--- src/rtl/counter_seq_pkg.sv ---
// ----------------------------------------------------------------------------
// counter_seq_pkg
// Shared definitions for the counter command sequencer slice.
//   OP_*        : command opcodes carried on cmd_op
//   seq_state_t : sequencer FSM states
// ----------------------------------------------------------------------------
package counter_seq_pkg;

   // Command opcodes as they appear on cmd_op
   localparam logic [1:0] OP_LOAD = 2'b00;
   localparam logic [1:0] OP_UP   = 2'b01;
   localparam logic [1:0] OP_DOWN = 2'b10;
   localparam logic [1:0] OP_WAIT = 2'b11;

   // Sequencer states; ST_NULL is the single empty cycle used for zero-length commands
   typedef enum logic [2:0] {
      ST_IDLE = 3'd0,
      ST_LOAD = 3'd1,
      ST_RUN  = 3'd2,
      ST_WAIT = 3'd3,
      ST_NULL = 3'd4
   } seq_state_t;

endpackage

--- src/rtl/seq_step_timer.sv ---
// ----------------------------------------------------------------------------
// seq_step_timer
// Loadable down-counter that times RUN and WAIT phases of the sequencer.
// Ports:
//   clk, reset : clock and synchronous active-high reset
//   start      : load the remaining-steps register with steps
//   steps      : run length to load (STEP_W bits)
//   abort      : clear the remaining-steps register
//   active     : remaining steps are non-zero
//   last       : remaining steps equal one (final timed cycle)
// ----------------------------------------------------------------------------
module seq_step_timer
   import counter_seq_pkg::*;
#(
   parameter int STEP_W = 8
) (
   input  logic              clk,
   input  logic              reset,
   input  logic              start,
   input  logic [STEP_W-1:0] steps,
   input  logic              abort,
   output logic              active,
   output logic              last
);

   logic [STEP_W-1:0] remaining;

   // Remaining-steps register. A start loads the full run length; while
   // active it counts down one per cycle so that it reads 1 in the final
   // timed cycle. Start wins over abort because start is only raised from
   // IDLE, where an abort has no meaning.
   always_ff @(posedge clk) begin
      if (reset) begin
         remaining <= '0;
      end else if (start) begin
         remaining <= steps;
      end else if (abort) begin
         remaining <= '0;
      end else if (active) begin
         remaining <= remaining - 1'b1;
      end
   end

   assign active = (remaining != '0);
   assign last   = (remaining == STEP_W'(1));

endmodule

--- src/rtl/counter_cmd_sequencer.sv ---
// ----------------------------------------------------------------------------
// counter_cmd_sequencer
// Accepts LOAD / COUNT_UP / COUNT_DOWN / WAIT commands over a valid/ready
// handshake and expands them into cycle-exact drive for a synchronous counter.
// Ports:
//   clk, reset            : clock and synchronous active-high reset
//   cmd_valid / cmd_ready : command handshake
//   cmd_op                : 00 LOAD, 01 COUNT_UP, 10 COUNT_DOWN, 11 WAIT
//   cmd_value             : value for LOAD
//   cmd_steps             : cycle count for COUNT_UP / COUNT_DOWN / WAIT
//   abort                 : terminate the command in progress
//   data_in, load, enable, up_down : registered drive toward the counter
//   busy                  : a command is in progress
//   done / aborted        : one-cycle completion / abort acknowledge pulses
// ----------------------------------------------------------------------------
module counter_cmd_sequencer
   import counter_seq_pkg::*;
#(
   parameter int N      = 4,
   parameter int STEP_W = 8
) (
   input  logic              clk,
   input  logic              reset,
   input  logic              cmd_valid,
   output logic              cmd_ready,
   input  logic [1:0]        cmd_op,
   input  logic [N-1:0]      cmd_value,
   input  logic [STEP_W-1:0] cmd_steps,
   input  logic              abort,
   output logic [N-1:0]      data_in,
   output logic              load,
   output logic              enable,
   output logic              up_down,
   output logic              busy,
   output logic              done,
   output logic              aborted
);

   seq_state_t state;
   logic       accept;
   logic       timer_start;
   logic       timer_active;
   logic       timer_last;

   // Handshake and status decode straight from the state register
   assign cmd_ready   = (state == ST_IDLE) && !reset;
   assign busy        = (state != ST_IDLE);
   assign accept      = cmd_valid && cmd_ready;
   assign timer_start = accept && (cmd_op != OP_LOAD) && (cmd_steps != '0);

   seq_step_timer #(
      .STEP_W (STEP_W)
   ) u_timer (
      .clk    (clk),
      .reset  (reset),
      .start  (timer_start),
      .steps  (cmd_steps),
      .abort  (abort && busy),
      .active (timer_active),
      .last   (timer_last)
   );

   // Main sequencer FSM with registered outputs. load, done and aborted are
   // pulses and default low every cycle. data_in and up_down are only
   // rewritten when a LOAD or a non-empty COUNT starts, so the counter sees
   // stable values between commands. Abort outranks normal completion, so
   // an abort in the final RUN cycle reports aborted and never done.
   always_ff @(posedge clk) begin
      if (reset) begin
         state   <= ST_IDLE;
         data_in <= '0;
         load    <= 1'b0;
         enable  <= 1'b0;
         up_down <= 1'b0;
         done    <= 1'b0;
         aborted <= 1'b0;
      end else begin
         load    <= 1'b0;
         done    <= 1'b0;
         aborted <= 1'b0;
         case (state)
            ST_IDLE: begin
               if (accept) begin
                  case (cmd_op)
                     OP_LOAD: begin
                        state   <= ST_LOAD;
                        load    <= 1'b1;
                        data_in <= cmd_value;
                        enable  <= 1'b0;
                     end
                     OP_UP, OP_DOWN: begin
                        if (cmd_steps == '0) begin
                           state  <= ST_NULL;
                           enable <= 1'b0;
                        end else begin
                           state   <= ST_RUN;
                           enable  <= 1'b1;
                           up_down <= (cmd_op == OP_UP);
                        end
                     end
                     default: begin
                        state  <= (cmd_steps == '0) ? ST_NULL : ST_WAIT;
                        enable <= 1'b0;
                     end
                  endcase
               end
            end
            ST_RUN: begin
               if (abort) begin
                  state   <= ST_IDLE;
                  enable  <= 1'b0;
                  aborted <= 1'b1;
               end else if (timer_last || !timer_active) begin
                  state  <= ST_IDLE;
                  enable <= 1'b0;
                  done   <= 1'b1;
               end
            end
            ST_WAIT: begin
               if (abort) begin
                  state   <= ST_IDLE;
                  aborted <= 1'b1;
               end else if (timer_last || !timer_active) begin
                  state <= ST_IDLE;
                  done  <= 1'b1;
               end
            end
            ST_LOAD, ST_NULL: begin
               state   <= ST_IDLE;
               enable  <= 1'b0;
               aborted <= abort;
               done    <= !abort;
            end
            default: begin
               state  <= ST_IDLE;
               enable <= 1'b0;
            end
         endcase
      end
   end

endmodule

--- config.mk ---
export PLATFORM = sky130hd
export DESIGN_NAME = counter_cmd_sequencer
export DESIGN_NICKNAME = d
export VERILOG_FILES = /design/src/rtl/counter_seq_pkg.sv /design/src/rtl/seq_step_timer.sv /design/src/rtl/counter_cmd_sequencer.sv
export SDC_FILE = /design/constraint.sdc
export NUM_CORES = 1
export LEC_CHECK = 0
export ABC_AREA = 1
export CORE_MARGIN = 10
export CORE_UTILIZATION = 48
export CTS_CLUSTER_SIZE = 12
export DETAILED_ROUTE_END_ITERATION = 6
export GPL_TIMING_DRIVEN = 0
export PLACE_DENSITY = 0.88
export SYNTH_ARGS = -nofsm -noshare
export SYNTH_HDL_FRONTEND = slang
export SYNTH_SLANG_ARGS = --single-unit
--- constraint.sdc ---
create_clock -name clk -period 1.7 [get_ports clk]
set_clock_uncertainty 0.15 [all_clocks]
set_input_delay 0.34 -clock clk [delete_from_list [all_inputs] [get_ports clk]]
set_output_delay 0.34 -clock clk [all_outputs]
set_load 0.01 [all_outputs]
==> results by group <==
Status
  – Outcome: complete, no violations

Placement
  – Placed cells: 231
  – Post-placement worst setup slack: -0.752 ns
  – Post-DP HPWL: 2130 um
  – Weighted congestion at the end of routability-driven global placement: roughly 0.87
  – Total of buffers placed on input and output ports: 28

Synth
  – Register area share after synthesis: 0.334
  – Syn nets: 197
  – Avg Inst Size Synth: roughly 6.9 sq um
  – Count of state elements after synthesis: 20
  – Total standard cell area after synthesis: approximately 1200 sq um
  – Post-synthesis cell type count: 23
  – Synth warn: 0
  – Number of standard cells after synthesis: roughly 170

Setup path
  – Type of destination of the critical path: primary output
  – Critical Path Fanout Max: 4
  – R2R Setup Slk: ~0.060 ns
  – Crit Reg-Reg Endpoint: state[0]$_SDFFE_PP0P_
  – Crit path max-delay cell type: dfxtp_4
  – R2R depth: 8
  – Crit path buf inv count: 1
  – Endpoint arrival time on the critical path: roughly 1.2 ns
  – Stage delay of the slowest cell on the critical path: between 0.3 and 0.4 ns
  – R2r startpoint: u_timer.remaining[0]$_SDFFE_PP0P_
  – Termination of the worst setup path: busy
  – CP Launch Type: flop
  – Number of cells on the critical path: 3
  – Beginning of the critical path: state[2]$_SDFFE_PP0P_
  – Cell-by-cell trace of the critical path: nor2_4 -> nand2_4 -> dlygate4sd2_1
  – Cell type group with the largest total delay on the critical path: flip-flops
  – Critical path class: flop to primary output
  – Required time of the critical path: between 1 and 1.5 ns

Floorplanning
  – Number of standard-cell rows in the floorplan: 18
  – Die H: ~70 um
  – Starting utilization of the core area: 0.492
  – Die outline width: between 60 and 70 um
  – IO Pins: 29
  – Total Die Area: 4890 sq um
  – Core footprint: approximately 2400 sq um

STA
  – Final max-slew violation count: 0
  – Peak clock frequency supported by timing: approximately 600 MHz
  – Worst-margin pin slew: roughly 0.23 ns
  – Setup slack of the critical path after layout: roughly 0.038 ns
  – Setup repair after global routing missed its margin: true
  – Share of the cycle needed by the critical path after routing: 0.978
  – Worst slew margin relative to its limit: 0.847
  – Final worst path period need: ~1.7 ns
  – Number of setup violations in the final report: 0
  – Final Hold Violating Endpoints: 0

Global route
  – Largest net degree at the start of global routing: 12
  – Total gr overflow: 0
  – Antenna violations before repair: 0
  – First-pass GRT wire length: 5000 um
  – GRT Overall Usage: 0.117
  – Via count of the first global-routing pass: 1,160

Clock network
  – Deepest level of the CTS H-tree: 1
  – Total CTS buffers: 3
  – Root buffer selected by CTS: clkbuf_4
  – Insertion delay of the later-clocked pin in the worst-skew pair: 0.30 ns
  – Clock Path Buffers: 2
  – Clock transition at path regs: 0.12 ns
  – Clock tree from TritonCTS: done
  – Sink count of the clock tree: 20
  – Quantity of hold-fixing buffers added after cts: 0

Power
  – Power density over the cells: ~1600 nW/um^2
  – Leak Pwr: around 0.00090 uW
  – Worst vdd rail ir drop: approximately 0.00099 V

Routing
  – Via-to-Cell Ratio: 4.96
  – Residual DRC: 0
  – Wire length per cell after detailed routing: 12.8 um
  – Detailed route wirelength on metal3: between 200 and 250 um
  – Total iterations of the first detailed-routing run: 4
  – Metal2 WL: approximately 1500 um
  – Detailed Route WL: between 3000 and 4000 um
  – Uppermost routed layer: met4
  – Drt first-iter violations: 46
  – Number of nets with antenna violations after detailed routing: 0
  – Met1 Wirelength: roughly 1400 um
  – Overall via count from detail_route: around 1,200

Finish
  – Area added between synthesis and finish: 42.6%
  – # fillers: about 190
  – Fraction of layout cells with a size suffix above 1: 0.239
  – Finished Layout Cells: between 200 and 250
  – Layout Nets: between 200 and 250
  – Antenna diode count: 0

Min path
  – Tightest Hold Check Type: input port to flop

Job
  – Max-cap viol count: 0
-- cell families (layout without fill, tap and decap cells) --
kind of cell,Yosys count,count (layout),share of synthesized area
buffers and inverters,23,67,0.0878
AND/OR/NAND/NOR,99,100,0.398
flip-flops,20,20,0.334
AO/OA/AOI/OAI,21,21,0.0878
XOR/XNOR,4,4,0.0293
adder cells (fa/ha/maj),6,6,0.0627
-- worst min-delay path by stage --
stage	from	endpoint	slack, ns	cells past startpoint
6_report	reset	u_timer.remaining[4]$_SDFFE_PP0P_	0.23	2
5_1_grt	reset	u_timer.remaining[4]$_SDFFE_PP0P_	0.22	2
4_1_cts	reset	u_timer.remaining[4]$_SDFFE_PP0P_	0.23	2
3_5_place_dp	enable$_SDFFE_PP0P_	enable$_SDFFE_PP0P_	0.31	2
3_3_place_gp	enable$_SDFFE_PP0P_	enable$_SDFFE_PP0P_	0.30	2
2_1_floorplan	reset	enable$_SDFFE_PP0P_	0.26	1
-- registers in the layout, summed over array words and instances, names as in the netlist --
name,count
up_down,1
u_timer.remaining,8
enable,1
data_in,4
done,1
state,3
aborted,1
load,1
-- power breakdown --
| part | switching (uW) | total [uW] | internal (uW) |
|---|---|---|---|
| sequential | 105 | 711 | 606 |
| clock | 152 | 282 | 131 |
| combinational | 963 | 1710 | 748 |
| total | 1220 | 2700 | 1490 |
-- Yosys cell counts --
library cell  count  area [sq um]
nand2_1          36           135
inv_1            20          75.1
nand2_2           4          25.0
xnor2_1           1          8.76
nor2_4            3          33.8
inv_4             1          6.26
or2_2             1          6.26
nor2_2            2          12.5
nor2_1           32           120
nand3_4           1          17.5
nand4_4           1          21.3
bufbuf_8          1          18.8
ha_1              6          75.1
nor4_1            1          6.26
o21ai_0          11          55.1
dfxtp_1          20           400
nand2_4           1          11.3
a21oi_1          10          50.1
xor2_1            3          26.3
nand3b_1          1          7.51
nand3_1          14          70.1
nor3_1            2          10.0
clkinv_2          1          5.00
-- final cells by class --
cell class,instances,area [sq um],area share
multi-input cells,131,731,0.428
flip-flops and latches,20,410,0.240
repair buffers,40,383,0.224
inverters,22,91.3,0.0535
well taps,30,37.5,0.0220
clock buffers,4,36.3,0.0212
plain buffers,1,18.8,0.0110
-- routing by layer --
layer / up-vias / track usage
li1: 644 / -
met1: 547 / 0.134
met2: 37 / 0.193
met3: 2 / 0.0494
met4: 0 / 0.0285
met5: - / 0
-- cells in the final DEF, fill, tap and decap left out, types with 8 or more instances in the layout --
master,instances
a21oi_1,10
inv_1,16
buf_4,12
o21ai_0,11
dfxtp_1,16
nand3_1,14
nand2_2,8
nand2_1,32
nor2_1,29
clkdlybuf4s50_1,18
-- stage by stage --
stage | util | setup TNS, ns | total power [uW] | instance area, sq um | hold slack, ns
floorplan | - | 0 | 1770 | 1200 | 0.259
global placement | 0.623 | -5.41 | 2080 | 1520 | 0.301
detailed placement | 0.623 | -5.54 | 2100 | 1520 | 0.307
CTS | 0.655 | 0 | 2480 | 1590 | 0.228
global route | 0.702 | -0.101 | 2960 | 1710 | 0.216
finish | 0.702 | 0 | 2700 | 1710 | 0.230
-- timing repair --
action | in CTS | in global routing
endpoints found under the setup margin | 14 | 25
setup buffers | 4 | 8
pin swaps | 1 | 7
gates resized for setup | 18 | 20
gates cloned | 0 | 1
Power figures use the tool's default switching activity.
